$ cat src/rtl/laser_pkg.sv
// Shared definitions for the laser link TX scheduler: FSM state encoding,
// default packet width and serial-link timing constants.
package laser_pkg;

    typedef enum logic [2:0] {
        ST_IDLE      = 3'd0,
        ST_LAUNCH    = 3'd1,
        ST_WAIT_BUSY = 3'd2,
        ST_WAIT_DONE = 3'd3,
        ST_GAP       = 3'd4
    } state_e;

    localparam int PKT_LENGTH_DEF = 32;
    localparam int CLK_HZ         = 65_000_000;
    localparam int BAUD           = 4800;
    // One bit time at BAUD, expressed as idle clocks between packets
    localparam int CLK_PER_BIT    = (CLK_HZ / BAUD) - 1;

    function automatic int max_int(input int a, input int b);
        return (a > b) ? a : b;
    endfunction

endpackage

$ cat src/rtl/rr_arbiter.sv
// Combinational round-robin arbiter: picks the first asserted request at or
// after ptr_i (wrapping), returning one-hot grant, its index and a valid flag.
module rr_arbiter #(
    parameter int NUM_REQ = 4
) (
    input  logic [NUM_REQ-1:0]         req_i,
    input  logic [$clog2(NUM_REQ)-1:0] ptr_i,
    output logic [NUM_REQ-1:0]         grant_o,
    output logic [$clog2(NUM_REQ)-1:0] idx_o,
    output logic                       any_o
);

    localparam int IW = $clog2(NUM_REQ);

    // Scan requests starting at the pointer; first hit wins
    always_comb begin
        logic [IW-1:0] j_s;
        grant_o = '0;
        idx_o   = '0;
        any_o   = 1'b0;
        j_s     = '0;
        for (int k = 0; k < NUM_REQ; k++) begin
            j_s = IW'((int'(ptr_i) + k) % NUM_REQ);
            if (!any_o && req_i[j_s]) begin
                any_o        = 1'b1;
                grant_o[j_s] = 1'b1;
                idx_o        = j_s;
            end else begin
                any_o = any_o;
            end
        end
    end

endmodule

$ cat src/rtl/laser_tx_scheduler.sv
// Round-robin scheduler sharing one serial laser transmitter among NUM_REQ
// packet sources, with launch acknowledge timeout and an inter-packet idle gap.
module laser_tx_scheduler
    import laser_pkg::*;
#(
    parameter int NUM_REQ     = 4,
    parameter int PKT_LENGTH  = PKT_LENGTH_DEF,
    parameter int GAP_CYCLES  = CLK_PER_BIT,
    parameter int ACK_TIMEOUT = 15
) (
    input  logic                          clk,
    input  logic                          rst,
    input  logic [NUM_REQ-1:0]            req_valid,
    input  logic [NUM_REQ*PKT_LENGTH-1:0] req_data,
    output logic [NUM_REQ-1:0]            req_ready,
    output logic [PKT_LENGTH-1:0]         tx_data,
    output logic                          tx_new_data,
    input  logic                          tx_busy,
    output logic [$clog2(NUM_REQ)-1:0]    grant_id,
    output logic                          sent,
    output logic                          err_timeout
);

    localparam int IW = $clog2(NUM_REQ);
    localparam int CW = $clog2(max_int(GAP_CYCLES, ACK_TIMEOUT) + 1);

    state_e                state_q, state_d;
    logic [IW-1:0]         rr_ptr_q, rr_ptr_d;
    logic [CW-1:0]         ctr_q, ctr_d;
    logic [PKT_LENGTH-1:0] tx_data_q, tx_data_d;
    logic [IW-1:0]         grant_id_q, grant_id_d;
    logic                  new_q, new_d;
    logic                  sent_q, sent_d;
    logic                  err_q, err_d;
    logic [NUM_REQ-1:0]    req_ready_s;
    logic [NUM_REQ-1:0]    grant_s;
    logic [IW-1:0]         idx_s;
    logic                  any_s;
    logic [PKT_LENGTH-1:0] pkt_s;

    rr_arbiter #(.NUM_REQ(NUM_REQ)) u_arb (
        .req_i   (req_valid),
        .ptr_i   (rr_ptr_q),
        .grant_o (grant_s),
        .idx_o   (idx_s),
        .any_o   (any_s)
    );

    // Packet of the current arbitration winner
    always_comb begin
        pkt_s = '0;
        for (int i = 0; i < NUM_REQ; i++) begin
            if (idx_s == IW'(i)) begin
                pkt_s = req_data[i*PKT_LENGTH +: PKT_LENGTH];
            end else begin
                pkt_s = pkt_s;
            end
        end
    end

    // Next-state and output decode
    always_comb begin
        state_d     = state_q;
        rr_ptr_d    = rr_ptr_q;
        ctr_d       = ctr_q;
        tx_data_d   = tx_data_q;
        grant_id_d  = grant_id_q;
        new_d       = 1'b0;
        sent_d      = 1'b0;
        err_d       = 1'b0;
        req_ready_s = '0;
        case (state_q)
            ST_IDLE: begin
                if (!tx_busy && any_s) begin
                    req_ready_s = grant_s;
                    tx_data_d   = pkt_s;
                    grant_id_d  = idx_s;
                    rr_ptr_d    = (int'(idx_s) == NUM_REQ - 1) ? '0 : idx_s + IW'(1);
                    new_d       = 1'b1;
                    state_d     = ST_LAUNCH;
                end else begin
                    state_d = ST_IDLE;
                end
            end
            ST_LAUNCH: begin
                ctr_d   = '0;
                state_d = ST_WAIT_BUSY;
            end
            ST_WAIT_BUSY: begin
                if (tx_busy) begin
                    state_d = ST_WAIT_DONE;
                end else if (ctr_q == CW'(ACK_TIMEOUT - 1)) begin
                    err_d   = 1'b1;
                    ctr_d   = '0;
                    state_d = (GAP_CYCLES == 0) ? ST_IDLE : ST_GAP;
                end else begin
                    ctr_d = ctr_q + CW'(1);
                end
            end
            ST_WAIT_DONE: begin
                if (!tx_busy) begin
                    sent_d  = 1'b1;
                    ctr_d   = '0;
                    state_d = (GAP_CYCLES == 0) ? ST_IDLE : ST_GAP;
                end else begin
                    state_d = ST_WAIT_DONE;
                end
            end
            ST_GAP: begin
                if (ctr_q == CW'(GAP_CYCLES - 1)) begin
                    state_d = ST_IDLE;
                end else begin
                    ctr_d = ctr_q + CW'(1);
                end
            end
            default: begin
                state_d = ST_IDLE;
            end
        endcase
    end

    // State, pointer, counter and output registers
    always_ff @(posedge clk or posedge rst) begin
        if (rst) begin
            state_q    <= ST_IDLE;
            rr_ptr_q   <= '0;
            ctr_q      <= '0;
            tx_data_q  <= '0;
            grant_id_q <= '0;
            new_q      <= 1'b0;
            sent_q     <= 1'b0;
            err_q      <= 1'b0;
        end else begin
            state_q    <= state_d;
            rr_ptr_q   <= rr_ptr_d;
            ctr_q      <= ctr_d;
            tx_data_q  <= tx_data_d;
            grant_id_q <= grant_id_d;
            new_q      <= new_d;
            sent_q     <= sent_d;
            err_q      <= err_d;
        end
    end

    // Ready is a same-cycle grant; forced low while reset is held
    assign req_ready   = req_ready_s & {NUM_REQ{~rst}};
    assign tx_data     = tx_data_q;
    assign tx_new_data = new_q;
    assign grant_id    = grant_id_q;
    assign sent        = sent_q;
    assign err_timeout = err_q;

endmodule
$ cat config.mk
export PLATFORM = sky130hd
export DESIGN_NAME = laser_tx_scheduler
export DESIGN_NICKNAME = d
export VERILOG_FILES = /design/src/rtl/laser_pkg.sv /design/src/rtl/rr_arbiter.sv /design/src/rtl/laser_tx_scheduler.sv
export SDC_FILE = /design/constraint.sdc
export NUM_CORES = 1
export LEC_CHECK = 0
export ABC_AREA = 1
export CAP_MARGIN = 10
export CORE_MARGIN = 3
export CORE_UTILIZATION = 47
export DETAILED_ROUTE_END_ITERATION = 6
export MAX_ROUTING_LAYER = met4
export PLACE_DENSITY = 0.85
export SLEW_MARGIN = 20
export SYNTH_ARGS = -nofsm -noshare
export SYNTH_HDL_FRONTEND = slang
export SYNTH_SLANG_ARGS = --single-unit
$ cat constraint.sdc
create_clock -name clk -period 5.7 [get_ports clk]
set_input_delay 0.855 -clock clk [delete_from_list [all_inputs] [get_ports clk]]
set_output_delay 0.855 -clock clk [all_outputs]
set_load 0.02 [all_outputs]
-- Word-level counts from Yosys, hierarchy flattened
Cells that the tools add are included.
- register bits: 56
- input port bits: 135
- word-level logic and storage cells: 112
- output and inout port bits: 41
- bitwise operators: 5
- multiplexer cells: 53
- order comparisons: 8
- reductions and logical operators: 18
- eq/ne operators: 15
- add/subtract/negate cells: 5
- operators with widths (kind ; count):
    2-to-1 mux 32 bit ; 4
    2-to-1 mux 14 bit ; 4
    case mux 14 bit (4 select lines) ; 1
    2-to-1 mux 4 bit ; 6
    2-to-1 mux 1 bit ; 20
    case mux 3 bit (5 select lines) ; 1
    adder 14 x 1 -> 14 bit, second input constant ; 1
    == test 14 bit, second input constant ; 1
    == test 14 x 4 -> 1 bit, second input constant ; 1
    < comparator 2 x 3 -> 1 bit, second input constant ; 4
    2-to-1 mux 3 bit ; 4
    bitwise OR 4 bit ; 3
    2-to-1 mux 2 bit ; 5
    binary-select mux 1 bit (select 2 bit) ; 4
    demux 1 bit (select 2 bit) ; 4
    >= comparator 2 x 1 -> 1 bit, second input constant ; 4
    logical AND 1 bit ; 8
    != test 2 bit, second input constant ; 4
    == test 3 x 2 -> 1 bit, second input constant ; 2
    adder 2 x 1 -> 2 bit, second input constant ; 2
    adder 2 bit, second input constant ; 2
    AND 4 bit ; 1
    == test 2 x 1 -> 1 bit, second input constant ; 2
    == test 2 bit, second input constant ; 2
    10 further kinds ; 14

-- Longest topological paths before layout
- depth after elaboration: 17
- gate-level depth with buffers: 21

-- Modules after synthesis
Synthesis repeated with hierarchy kept, for this count alone.
- cells, all modules: 573
- area, all modules: 4106.4 µm²
- by module, submodules not included (module ; seq. area each (µm²) ; cells each ; instances ; area an instance (µm²)):
    laser_tx_scheduler ; 1401.3 ; 499 ; 1 ; 3666.0
    rr_arbiter ; 0.0 ; 74 ; 1 ; 440.4

-- Worst setup path after synthesis
No wires, ideal clock.
- path type: register to register
- from: reg rr_ptr_q[1]
- to: reg tx_data_q[12], in the netlist tx_data[12]
- setup time: 0.065 ns
- cell stages (with the launch flop): 19
- slack: 2.840 ns
- path buffers: 2
- data arrival time: 2.795 ns
- cells stage by stage: dfrtp_1 -> inv_1 -> ha_1 -> inv_1 -> nand3_1 -> nand2_2 -> inv_1 -> nor2_2 -> nand4_1 -> nand2_1 -> ha_1 -> clkbuf_1 -> clkbuf_1 -> a21oi_1 -> nand2_1 -> o21ai_0 -> o21ai_0 -> nand2_1 -> nand2_1
- cells in the longest elaborated chain, start to end: 17
- elaborated cells on any way between the ends: 35
- classes of those cells: add/sub (3); eq/ne (3); mux (20); reduce/logical (9)
- ends and longest elaborated chain (what ; line ; RTL):
    from (decl) ; laser_tx_scheduler.sv:28 ; logic [IW-1:0] rr_ptr_q, rr_ptr_d;
    from (signal assigned) ; laser_tx_scheduler.sv:135 ; rr_ptr_q <= rr_ptr_d;
    branches (longest 17 deep; another with adder 2 x 1 -> 2 bit) ; -- ;
    to (signal assigned) ; laser_tx_scheduler.sv:137 ; tx_data_q <= tx_data_d;
    to (decl) ; laser_tx_scheduler.sv:30 ; logic [PKT_LENGTH-1:0] tx_data_q, tx_data_d;
Several ways; the timed one is not identified. The select of a mux whose other input is x is not followed.
A chain may end at the register's enable or synchronous reset.

-- Worst setup path in the final report
- from: reg rr_ptr_q[0]
- to: reg tx_data_q[18], in the netlist tx_data[18]
- cells in the longest elaborated chain, start to end: 17
- elaborated cells on any way between the ends: 35
- classes of those cells: add/sub (3); eq/ne (3); mux (20); reduce/logical (9)
- ends and longest elaborated chain (what ; line ; RTL):
    branches (longest 11 deep; another with adder 2 x 1 -> 2 bit) ; -- ;
    2-to-1 mux 2 bit * ; rr_arbiter.sv:24 ; if (!any_o && req_i[j_s]) begin
    named net idx_s[1] ; laser_tx_scheduler.sv:37 ; logic [IW-1:0] idx_s;
    zero test 2 bit ; laser_tx_scheduler.sv:53 ; if (idx_s == IW'(i)) begin
    2-to-1 mux 32 bit (3 in a row) ; laser_tx_scheduler.sv:53 ;
    2-to-1 mux 32 bit * ; laser_tx_scheduler.sv:53 ;
Mark *: on every way through the listed nets, which the timed path passes. The select of a mux whose other input is x is not followed.

==> run_results.csv <==
group,metric,value,unit
pwr,power.leakage,2.79,nW
pwr,power,0.00361,W
grt,grtUsageMet1,0.335,
pwr,vdd_drop_max,0.000317,V
finish,syn_to_final_growth,43.8,%
drt,wl_per_cell,15.9,um
sta,hold_viol,0,
clock_tree,root_buffer,"clkbuf_8",
sta,drv_slew,0,
grt,grtUsageMet3,0.0443,
worst_setup_path,max_stage_delay,0.73,ns
sta,tightest_slew,1.04,ns
finish,drive_gt1_frac,0.0464,
sta,period_minus_slack,4.03,ns
sta,tns,0,ns
yosys,syn_area,0.00420,mm2
grt,grt_pass1_vias,4842,
sta,grt_setup_unrepaired,"false",
floorplan,start_util,0.496,
worst_setup_path,worstSetupPathType,"register to register",
grt,busiest_layer,"met2",
placement,io_buffers,175,
worst_setup_path,cp_common_cell,"inv_1",
yosys,synthesis.nets,793,
worst_setup_path,rrSetupSlack,1.67,ns
yosys,synth_seq_cells,56,
yosys,avgSynthCellArea,6.52,um2
worst_setup_path,cpLargestDelayFamily,"buffers and inverters",
sta,period_share,0.707,
yosys,synthAdderAreaFrac,0.0417,
clock_tree,post_cts_buffers,0,
finish,final_common_cell,"nand2_1",
floorplan,ioPinCount,176,
finish,diodes,0,
drt,antenna_left,0,
worst_setup_path,crit_slowest_cell,"inv_1",
worst_hold_path,worstHoldPathType,"register to register",
clock_tree,cts_buffers,5,
worst_setup_path,cp-start-kind,"register",
yosys,postSynthCellCount,644,
clock_tree,htreeDepth,2,
worst_setup_path,cp.required,5.95,ns
floorplan,coreArea,0.00846,mm2
sta,relSlewSlack,0.309,
finish,fillCellCount,722,
worst_hold_path,hold_depth,2,
grt,antenna_found_initial,0,
drt,avgViaCountPerCell,5.40,
flow_run,max-cap-violations,0,
yosys,yosysWarnings,0,
worst_setup_path,arrival,4.28,ns
drt,route.detailed.drc,0,
clock_tree,cts.sinks,56,
floorplan,die-area,0.0101,mm2
drt,drt-total-wl,14300,um
yosys,synth.area.mux_share,0,
sta,worst_clock_skew,0.00710,ns
placement,gp_congestion,0.983,
yosys,yosys.cell_types.count,30,
finish,fin_nets,946,
grt,grt_overflow,0,
clock_tree,cts_hold_buf,0,
yosys,synth_top_family_by_area,"simple AND/OR/NAND/NOR gates",
clock_tree,clock_latency,0.31,ns
yosys,yosysSeqAreaShare,0.334,
clock_tree,cts_tree,"done",
floorplan,rows,33,
floorplan,die_w,101,um
worst_setup_path,crit_path_end_kind,"register",
clock_tree,clk_pin_slew,0.11,ns
grt,grt_use_total,0.290,
yosys,synth-simple-area-share,0.377,
grt,grt_pass1_wl,22800,um
worst_setup_path,worst-path-buf-inv,5,
yosys,synth-xor-area-share,0.0104,
yosys,synth_compound_area_frac,0.159,
finish,layout_common_cells,"nand2_1 (278), clkdlybuf4s50_1 (175), dfrtp_1 (56), o21ai_0 (55), a21oi_1 (37)",
worst_setup_path,path_depth,16,
drt,dr.pass1.iters,6,
placement,dp_hpwl,11000,um
pwr,powerDensity,598,mW/mm2
floorplan,chipHeight,101,um
grt,grt_max_degree,65,
worst_setup_path,path_cells,"inv_6, ha_1, inv_1, nand3_1, nand2_2, inv_1, nor2_2, nand4_1, nand2_1, inv_1, ha_2, inv_1, o21ai_0, o21ai_1, nand2_1, nand2_1",
grt,met2_usage,0.508,
outcome,status,"finished, final reports clean",
clock_tree,clockBufferDepth,2,
clock_tree,ctsResizeCount,0,
worst_setup_path,worstPathMaxFanout,33,
drt,drtIter0Drc,184,
sta,setup_violations,0,
sta,max_freq,0.248,GHz
drt,vias,4880,
worst_setup_path,rr_worst_depth,16,
==> flip-flops by register name (all words and copies together) (netlist names) <==
register and flops:
tx_data 32, state_q 3, sent 1, err_timeout 1, ctr_q 14, tx_new_data 1, grant_id 2, rr_ptr_q 2
==> tightest hold or removal path, cell delays in order, from the launching register on <==
cell and delay [ns]:
dfrtp_1 0.36, nand2_1 0.05, nand2_1 0.05
==> power breakdown <==
| part | switching (W) | internal, W | leakage, nW |
|---|---|---|---|
| registers | 0.000112 | 0.000531 | 0.732 |
| logic | 0.00173 | 0.000971 | 2.00 |
| clock network | 0.000138 | 0.000133 | 0.0548 |
| total | 0.00198 | 0.00163 | 2.79 |
==> area by class of cell <==
type / count / area (um2) / share of cell area
well taps: 105 / 131 / 0.0217
clock inverters: 3 / 46.3 / 0.00766
multi-input cells: 520 / 2480 / 0.410
clock buffers: 5 / 68.8 / 0.0114
repair buffers: 179 / 1780 / 0.295
inverters: 35 / 136 / 0.0226
flip-flops and latches: 56 / 1400 / 0.232
==> synthesized netlist by cell type, drive strengths merged <==
library cell    n  share of area
clkbuf         19          0.017
ha             14          0.042
a21oi          37          0.044
o211ai          7          0.013
nor4            2         0.0030
a21boi          5         0.0089
nor3           10          0.012
o21ai          75          0.089
nand3b          4         0.0071
inv            35          0.032
nand3          34          0.042
nand2         288           0.27
o22a            1         0.0021
nor2           19          0.019
dfrtp          56           0.33
nand4          16          0.024
xor2            5          0.010
a21o            1         0.0018
buf            14          0.029
or2             2         0.0030
==> final timing paths <==
path / start / end
setup / recovery: rr_ptr_q[0] / tx_data[18]
hold / removal: tx_data[27] / tx_data[27]
setup reg to reg: rr_ptr_q[0] / tx_data[18]
hold reg to reg: tx_data[27] / tx_data[27]
max in group asynchronous: rst / tx_data[16]
min in group asynchronous: rst / sent
==> metal layers <==
metal | wire length [um] | share of wire
met1 | 5550 | 0.39
met2 | 7370 | 0.51
met3 | 889 | 0.062
met4 | 512 | 0.036
met5 | 0 | 0
==> per-stage QoR <==
stage | util | area [um2] | cells | hold slack, ns | setup slack, ns
floorplan | - | 4200 | 644 | 0.471 | 2.84
global placement | 0.700 | 5920 | 895 | 0.464 | 1.19
detailed placement | 0.700 | 5920 | 895 | 0.469 | 0.951
finish | 0.714 | 6040 | 903 | 0.492 | 1.67
CTS | 0.714 | 6040 | 903 | 0.499 | 1.19
global route | 0.714 | 6040 | 903 | 0.523 | 1.24
==> kinds of logic (layout without fill, tap and decap cells) <==
kind of cell,after synthesis,after routing
buf+inv,68,222
flops,56,56
simple gates,375,375
xor+xnor,5,5
compound gates,126,126
fa+ha+maj,14,14
Power figures use the tool's default switching activity.
